--- config.mk ---
export PLATFORM = sky130hd
export DESIGN_NAME = state_ram_sched_flat
export DESIGN_NICKNAME = d
export VERILOG_FILES = /design/src/rtl/state_ram_pkg.sv /design/src/rtl/state_ram_sched_if.sv /design/src/rtl/state_ram_arb.sv /design/src/rtl/state_ram_sched.sv /design/src/flat_wrapper.sv
export SDC_FILE = /design/constraint.sdc
export NUM_CORES = 1
export LEC_CHECK = 0
export BUFFER_PORTS_ARGS = -buffer_cell sky130_fd_sc_hd__buf_2
export CAP_MARGIN = 20
export CORE_MARGIN = 4
export CORE_UTILIZATION = 54
export DETAILED_ROUTE_END_ITERATION = 12
export GPL_TIMING_DRIVEN = 0
export MAX_ROUTING_LAYER = met4
export PLACE_DENSITY = 0.79
export REMOVE_ABC_BUFFERS = 1
export SLEW_MARGIN = 25
export SYNTH_ARGS = -nofsm -noshare
export SYNTH_HDL_FRONTEND = slang
export SYNTH_SLANG_ARGS = --single-unit
--- constraint.sdc ---
create_clock -name clock_200 -period 5.69 [get_ports clock_200]
set_clock_uncertainty 0.05 [all_clocks]
set_input_delay 0.8535 -clock clock_200 [delete_from_list [all_inputs] [get_ports clock_200]]
set_output_delay 0.8535 -clock clock_200 [all_outputs]
set_load 0.01 [all_outputs]
--- src/rtl/state_ram_pkg.sv ---
// Shared constants and enums for the state RAM read-modify-write scheduler.
// Contents: DATA_W/ADR_W/DEPTH, FSM state enum, pipeline op-type enum.
package state_ram_pkg;

  localparam int unsigned DATA_W = 24;
  localparam int unsigned ADR_W  = 4;
  localparam int unsigned DEPTH  = 2 ** ADR_W;

  typedef enum logic [0:0] {
    StInit,
    StRun
  } fsm_e;

  typedef enum logic [1:0] {
    OpUpd,
    OpHrd,
    OpHwr
  } op_e;

endpackage

--- src/rtl/state_ram_sched_if.sv ---
// Request-side bus of the state RAM scheduler: update requester and host port.
// master: requester side (drives req/operands, sees acks and read data).
// slave:  scheduler side.
interface state_ram_sched_if;
  import state_ram_pkg::*;

  logic              upd_req;
  logic [ADR_W-1:0]  upd_adr;
  logic [DATA_W-1:0] upd_delta;
  logic              upd_sub;
  logic              upd_ack;
  logic              host_req;
  logic              host_wr;
  logic [ADR_W-1:0]  host_adr;
  logic [DATA_W-1:0] host_wdata;
  logic              host_ack;
  logic              host_rvalid;
  logic [DATA_W-1:0] host_rdata;

  modport master (
    output upd_req, upd_adr, upd_delta, upd_sub,
    input  upd_ack,
    output host_req, host_wr, host_adr, host_wdata,
    input  host_ack, host_rvalid, host_rdata
  );

  modport slave (
    input  upd_req, upd_adr, upd_delta, upd_sub,
    output upd_ack,
    input  host_req, host_wr, host_adr, host_wdata,
    output host_ack, host_rvalid, host_rdata
  );

endinterface

--- src/rtl/state_ram_arb.sv ---
// Grant logic between the update requester and the host port.
// Update has priority; after HOST_STARVE consecutive update grants with the
// host waiting, the host is forced through.
// Ports: clk, rst (async, active high), run (grants enabled), upd_req,
//        host_req, upd_gnt, host_gnt (combinational, mutually exclusive).
module state_ram_arb #(
  parameter int unsigned HOST_STARVE = 4
) (
  input  logic clk,
  input  logic rst,
  input  logic run,
  input  logic upd_req,
  input  logic host_req,
  output logic upd_gnt,
  output logic host_gnt
);

  localparam int unsigned CntW = (HOST_STARVE > 0) ? $clog2(HOST_STARVE + 1) : 1;

  logic [CntW-1:0] starve_q, starve_d;
  logic            force_host;

  always_comb begin
    force_host = host_req && (starve_q == CntW'(HOST_STARVE));
    host_gnt   = run && host_req && (!upd_req || force_host);
    upd_gnt    = run && upd_req && !force_host;
    starve_d   = starve_q;
    if (!host_req || host_gnt) begin
      starve_d = '0;
    end else if (upd_gnt) begin
      starve_d = starve_q + CntW'(1);
    end
  end

  always_ff @(posedge clk or posedge rst) begin
    if (rst) begin
      starve_q <= '0;
    end else begin
      starve_q <= starve_d;
    end
  end

endmodule

--- src/rtl/state_ram_sched.sv ---
// Read-modify-write scheduler for the 16 x 24-bit state RAM (registered read,
// 1-cycle latency). Zero-sweeps the RAM after reset, then runs a two-stage
// pipeline: G (grant, RAM read issued) and S1 (operand + result, RAM write).
// Ports: clock_200, reset (async, active high), bus (update/host requests),
//        ovf (carry/borrow pulse in S1), init_busy, state_* (RAM ports),
//        state_value (RAM Q), ram_reset (RAM reset, follows reset).
module state_ram_sched
  import state_ram_pkg::*;
#(
  parameter int unsigned SATURATE    = 0,
  parameter int unsigned HOST_STARVE = 4
) (
  input  logic              clock_200,
  input  logic              reset,
  state_ram_sched_if.slave  bus,
  output logic              ovf,
  output logic              init_busy,
  output logic [ADR_W-1:0]  state_read_adr,
  output logic              state_read_en,
  output logic [ADR_W-1:0]  state_write_adr,
  output logic              state_write_en,
  output logic [DATA_W-1:0] state_write_data,
  input  logic [DATA_W-1:0] state_value,
  output logic              ram_reset
);

  fsm_e              state_q, state_d;
  logic [ADR_W-1:0]  cnt_q, cnt_d;
  logic              run, upd_gnt, host_gnt;

  op_e               g_op;
  logic [ADR_W-1:0]  g_adr;
  logic [DATA_W-1:0] g_data;

  logic              s1_valid_q, s1_sub_q;
  op_e               s1_op_q;
  logic [ADR_W-1:0]  s1_adr_q;
  logic [DATA_W-1:0] s1_data_q;

  // Result of the op that left S1 last cycle; the RAM read issued alongside it
  // returned the pre-write value.
  logic              fwd_valid_q;
  logic [ADR_W-1:0]  fwd_adr_q;
  logic [DATA_W-1:0] fwd_data_q;

  logic              rvalid_q;
  logic [DATA_W-1:0] rdata_q;

  logic [DATA_W-1:0] operand, result;
  logic [DATA_W:0]   sum;
  logic              carry;

  assign run = (state_q == StRun);

  state_ram_arb #(
    .HOST_STARVE(HOST_STARVE)
  ) u_arb (
    .clk      (clock_200),
    .rst      (reset),
    .run      (run),
    .upd_req  (bus.upd_req),
    .host_req (bus.host_req),
    .upd_gnt  (upd_gnt),
    .host_gnt (host_gnt)
  );

  always_comb begin
    state_d = state_q;
    cnt_d   = cnt_q;
    if (state_q == StInit) begin
      cnt_d = cnt_q + ADR_W'(1);
      if (cnt_q == '1) begin
        state_d = StRun;
      end
    end
  end

  // Stage G
  always_comb begin
    g_op   = OpUpd;
    g_adr  = '0;
    g_data = '0;
    if (upd_gnt) begin
      g_adr  = bus.upd_adr;
      g_data = bus.upd_delta;
    end else if (host_gnt) begin
      g_op   = bus.host_wr ? OpHwr : OpHrd;
      g_adr  = bus.host_adr;
      g_data = bus.host_wdata;
    end
  end

  assign state_read_en  = upd_gnt || host_gnt;
  assign state_read_adr = g_adr;

  // Stage S1
  always_comb begin
    operand = (fwd_valid_q && (fwd_adr_q == s1_adr_q)) ? fwd_data_q : state_value;
    if (s1_sub_q) begin
      sum = {1'b0, operand} - {1'b0, s1_data_q};
    end else begin
      sum = {1'b0, operand} + {1'b0, s1_data_q};
    end
    carry  = sum[DATA_W];
    result = sum[DATA_W-1:0];
    if (s1_op_q == OpHwr) begin
      result = s1_data_q;
    end else if ((SATURATE != 0) && carry) begin
      result = s1_sub_q ? '0 : '1;
    end
    ovf = s1_valid_q && (s1_op_q == OpUpd) && carry;
  end

  // Writes are gated by reset so nothing commits while it is asserted.
  always_comb begin
    state_write_en   = 1'b0;
    state_write_adr  = '0;
    state_write_data = '0;
    if (!reset) begin
      if (state_q == StInit) begin
        state_write_en  = 1'b1;
        state_write_adr = cnt_q;
      end else if (s1_valid_q && (s1_op_q != OpHrd)) begin
        state_write_en   = 1'b1;
        state_write_adr  = s1_adr_q;
        state_write_data = result;
      end
    end
  end

  always_ff @(posedge clock_200 or posedge reset) begin
    if (reset) begin
      state_q     <= StInit;
      cnt_q       <= '0;
      s1_valid_q  <= 1'b0;
      s1_op_q     <= OpUpd;
      s1_sub_q    <= 1'b0;
      s1_adr_q    <= '0;
      s1_data_q   <= '0;
      fwd_valid_q <= 1'b0;
      fwd_adr_q   <= '0;
      fwd_data_q  <= '0;
      rvalid_q    <= 1'b0;
      rdata_q     <= '0;
    end else begin
      state_q     <= state_d;
      cnt_q       <= cnt_d;
      s1_valid_q  <= upd_gnt || host_gnt;
      s1_op_q     <= g_op;
      s1_sub_q    <= upd_gnt && bus.upd_sub;
      s1_adr_q    <= g_adr;
      s1_data_q   <= g_data;
      fwd_valid_q <= s1_valid_q && (s1_op_q != OpHrd);
      fwd_adr_q   <= s1_adr_q;
      fwd_data_q  <= result;
      rvalid_q    <= s1_valid_q && (s1_op_q == OpHrd);
      if (s1_valid_q && (s1_op_q == OpHrd)) begin
        rdata_q <= operand;
      end
    end
  end

  assign bus.upd_ack     = upd_gnt;
  assign bus.host_ack    = host_gnt;
  assign bus.host_rvalid = rvalid_q;
  assign bus.host_rdata  = rdata_q;
  assign init_busy       = (state_q == StInit);
  assign ram_reset       = reset;

endmodule
--- src/flat_wrapper.sv ---
// flat-port wrapper written by rule: the top's interface ports become plain ports
module state_ram_sched_flat import state_ram_pkg::*;
#(
  parameter int unsigned SATURATE    = 0,
  parameter int unsigned HOST_STARVE = 4
)
  (clock_200, reset, ovf, init_busy, state_read_adr, state_read_en, state_write_adr, state_write_en, state_write_data, state_value, ram_reset, bus_upd_req, bus_upd_adr, bus_upd_delta, bus_upd_sub, bus_upd_ack, bus_host_req, bus_host_wr, bus_host_adr, bus_host_wdata, bus_host_ack, bus_host_rvalid, bus_host_rdata);
  state_ram_sched_if bus_i ();
  input  logic clock_200;
  input  logic reset;
  output logic ovf;
  output logic init_busy;
  output logic [ADR_W-1:0] state_read_adr;
  output logic state_read_en;
  output logic [ADR_W-1:0] state_write_adr;
  output logic state_write_en;
  output logic [DATA_W-1:0] state_write_data;
  input  logic [DATA_W-1:0] state_value;
  output logic ram_reset;
  input wire logic [$bits(bus_i.upd_req)-1:0] bus_upd_req;
  input wire logic [$bits(bus_i.upd_adr)-1:0] bus_upd_adr;
  input wire logic [$bits(bus_i.upd_delta)-1:0] bus_upd_delta;
  input wire logic [$bits(bus_i.upd_sub)-1:0] bus_upd_sub;
  output wire logic [$bits(bus_i.upd_ack)-1:0] bus_upd_ack;
  input wire logic [$bits(bus_i.host_req)-1:0] bus_host_req;
  input wire logic [$bits(bus_i.host_wr)-1:0] bus_host_wr;
  input wire logic [$bits(bus_i.host_adr)-1:0] bus_host_adr;
  input wire logic [$bits(bus_i.host_wdata)-1:0] bus_host_wdata;
  output wire logic [$bits(bus_i.host_ack)-1:0] bus_host_ack;
  output wire logic [$bits(bus_i.host_rvalid)-1:0] bus_host_rvalid;
  output wire logic [$bits(bus_i.host_rdata)-1:0] bus_host_rdata;
  assign bus_i.upd_req = bus_upd_req;
  assign bus_i.upd_adr = bus_upd_adr;
  assign bus_i.upd_delta = bus_upd_delta;
  assign bus_i.upd_sub = bus_upd_sub;
  assign bus_upd_ack = bus_i.upd_ack;
  assign bus_i.host_req = bus_host_req;
  assign bus_i.host_wr = bus_host_wr;
  assign bus_i.host_adr = bus_host_adr;
  assign bus_i.host_wdata = bus_host_wdata;
  assign bus_host_ack = bus_i.host_ack;
  assign bus_host_rvalid = bus_i.host_rvalid;
  assign bus_host_rdata = bus_i.host_rdata;
  state_ram_sched #(.SATURATE(SATURATE), .HOST_STARVE(HOST_STARVE)) u_core (.clock_200(clock_200), .reset(reset), .bus(bus_i), .ovf(ovf), .init_busy(init_busy), .state_read_adr(state_read_adr), .state_read_en(state_read_en), .state_write_adr(state_write_adr), .state_write_en(state_write_en), .state_write_data(state_write_data), .state_value(state_value), .ram_reset(ram_reset));
endmodule
==> flow_metrics.py <==
metrics = {
    "outcome": {
        "status": "complete, no violations",
    },
    "pwr": {
        "leakagePower_nw": 3.37,
        "power.density_mw_per_mm2": 303,
        "total_power_mw": 2.11,
        "ir_worst_vdd_v": 0.000162,
    },
    "grt": {
        "grt_pass1_vias": 5311,
        "use_met2": 0.428,
        "grt_max_degree": 57,
        "top_usage_layer": "met2",
        "gr-usage-all-layers": 0.272,
        "gr-total-overflow": 0,
        "grt_antenna_before_repair": 0,
        "use_met1": 0.370,
        "grt_pass1_wl_um": 26700,
        "grtUsageMet3": 0.0424,
    },
    "detailed_routing": {
        "routed_wirelength_um": 16300,
        "viasPerCell": 5.69,
        "via_count": 5284,
        "first_iter_violations": 366,
        "drc_errors": 0,
        "wire_per_inst_um": 17.5,
        "postRouteAntennaNets": 0,
        "drt_first_pass_iters": 5,
    },
    "clock_network": {
        "cts_root_buffer": "clkbuf_8",
        "clkTransAtPathRegs_ns": 0.10,
        "ctsHtreeMaxLevel": 3,
        "insertion_delay_ns": 0.38,
        "clock_path_buffers": 2,
        "clkSinkCount": 94,
        "numCtsBuffers": 9,
        "cts_tree": "built",
    },
    "timing": {
        "setup_tns_ns": 0,
        "fin_ws_ns": 0.279,
        "max_freq_mhz": 185,
        "period_share": 0.951,
        "slew_violations": 0,
        "finalCriticalPeriod_ns": 5.41,
        "worst_pin_slew_ns": 0.883,
        "slew_headroom": 0.411,
        "setup_violations": 0,
        "hold_viol_final": 0,
        "rsz0062_at_grt": "false",
    },
    "synthesis": {
        "synth_edf_count": 0,
        "syn_inst": 653,
        "synth_seq_cells": 94,
        "ys_types": 59,
        "ys_top_cells_by_count": "nand2_1 (122), dfrtp_1 (94), a21oi_1 (48), nor2_1 (48), xnor2_1 (36)",
        "yosysTopAreaCell": "dfrtp_1",
        "synth_ff_type": "dfrtp_1",
        "synth-async-reset-ratio": 1.00,
        "yosys_warnings": 0,
        "synth_most_common_cell": "nand2_1",
        "synth_top_area_share": 0.403,
        "synth_area_leaders": "dfrtp_1 (40%), nand2_1 (7.8%), ha_1 (6.2%)",
        "syn-mean-instance-area_um2": 8.94,
        "syn-cell-area_mm2": 0.00584,
        "yosysSeqAreaShare": 0.403,
    },
    "finish": {
        "area_growth_pct": 19.5,
        "diodes": 0,
        "multi_input_area_mm2": 0.00332,
        "utilization": 0.670,
        "fillers": 882,
        "drive_gt1_frac": 0.264,
        "area.sequential_mm2": 0.00235,
        "final_nets": 904,
    },
    "placed_design": {
        "dp_hpwl_um": 12600,
        "globalplace.congestion": 0.926,
        "place_ws_ns": 0.146,
        "place.port_buffers": 149,
    },
    "critical_path": {
        "worstSetupPathType": "reg2out",
        "arrival_ns": 4.51,
        "critical_path.endpoint_type": "primary output",
        "cp_data_required_time_ns": 4.79,
        "start_kind": "flip-flop",
        "cp_max_fo": 11,
    },
    "floorplanning": {
        "core_mm2": 0.0104,
        "die_h_um": 112,
        "fp.dieW_um": 112,
        "rows": 37,
        "initial_core_util": 0.560,
        "io_pins": 150,
        "die-area_mm2": 0.0125,
    },
    "hold_path": {
        "hold_path.class": "reg2reg",
    },
    "job": {
        "maxCapViolCount": 0,
    },
}
per-stage QoR:
stage | std cells | hold WS, ns | instance area (um2)
6_report | 929 | 0.380 | 6970
5_1_grt | 929 | 0.390 | 6970
4_1_cts | 928 | 0.377 | 6950
3_5_place_dp | 911 | 0.355 | 6760
3_3_place_gp | 906 | 0.350 | 6620
2_1_floorplan | 621 | 0.324 | 5710
final timing paths:
kind	start	to	slack, ns	cells past startpoint
setup / recovery	u_core.s1_adr_q[3]$_DFF_PP0_	ovf	0.28	14
hold / removal	u_core.s1_adr_q[2]$_DFF_PP0_	u_core.fwd_adr_q[2]$_DFF_PP0_	0.38	0
setup reg to reg	u_core.s1_adr_q[3]$_DFF_PP0_	u_core.fwd_data_q[16]$_DFF_PP0_	1.79	13
hold reg to reg	u_core.s1_adr_q[2]$_DFF_PP0_	u_core.fwd_adr_q[2]$_DFF_PP0_	0.38	0
max in group asynchronous	reset	u_core.fwd_data_q[15]$_DFF_PP0_	4.55	3
min in group asynchronous	reset	u_core.cnt_q[1]$_DFFE_PP0N_	0.45	2
power by group:
group	total, mW	internal (mW)	switching (mW)
clock	0.424	0.165	0.259
sequential	0.868	0.803	0.0657
combinational	0.822	0.347	0.475
total	2.11	1.31	0.800
registers in the layout (all words and copies together), names as in the netlist, 2 cells and up:
name                   cells
u_core.s1_data_q          24
u_core.u_arb.starve_q      3
u_core.s1_adr_q            4
u_core.fwd_data_q         24
u_core.s1_op_q             2
u_core.fwd_adr_q           4
u_core.bus.host_rdata     24
u_core.cnt_q               4
worst max-delay path, stage by stage (launching register included):
cell and delay (ns):
dfrtp_1 0.42, a222oi_1 0.35, nor4b_4 0.29, buf_6 0.20
buf_4 0.23, mux2_2 0.37, ha_1 0.37, a21oi_1 0.19
o21ai_0 0.17, and3_1 0.26, a311oi_4 0.32, o21ai_1 0.20
a41oi_2 0.26, mux2_2 0.36, buf_2 0.14
final cells by class:
| class | count | share of cell area |
|---|---|---|
| clock buffers | 9 | 0.0178 |
| clock inverters | 7 | 0.00825 |
| inverters | 21 | 0.0120 |
| multi-input cells | 506 | 0.477 |
| flip-flops and latches | 94 | 0.337 |
| well taps | 136 | 0.0244 |
| repair buffers | 156 | 0.124 |
cells in the final DEF, fill, tap and decap left out, types with 3 or more instances in the layout:
cell type,count
buf_2,149
o21a_1,7
mux2_2,20
xor2_1,7
nand3_1,10
inv_6,3
nor2b_1,6
and3_1,5
xnor2_1,36
clkbuf_8,9
buf_16,3
and2_1,14
nor2_1,47
o21ai_0,23
inv_1,20
ha_1,29
dfrtp_1,94
a22o_1,28
o22ai_1,9
mux2i_1,8
buf_4,3
a21oi_1,47
nand2_1,121
nor3_1,13
mux2_1,6
nand2b_1,7
a21boi_0,4
a31oi_1,8
nand4_1,5
cell families (layout without fill, tap and decap cells):
family	Yosys count	in the layout	synth area share
buffers and inverters	53	193	0.0356
flip-flops	94	94	0.403
adder cells (fa/ha/maj)	30	30	0.0656
XOR/XNOR	43	43	0.0645
AO/OA/AOI/OAI	156	156	0.179
multiplexers	34	34	0.0639
AND/OR/NAND/NOR	243	243	0.189
per-layer routing:
metal	wire, um	up-vias
met5	0	-
met4	235	0
met3	1190	20
met2	7540	191
met1	7330	2522
li1	-	2551
timing repair:
action / 4_1_cts / 5_1_grt
buffers inserted: 1 / 1
setup endpoints to repair: 2 / 1
pin swaps: 0 / 1
hold buffers: 0 / 0
resized for setup: 0 / 1
No activity file was read; power rests on OpenSTA's default activity.
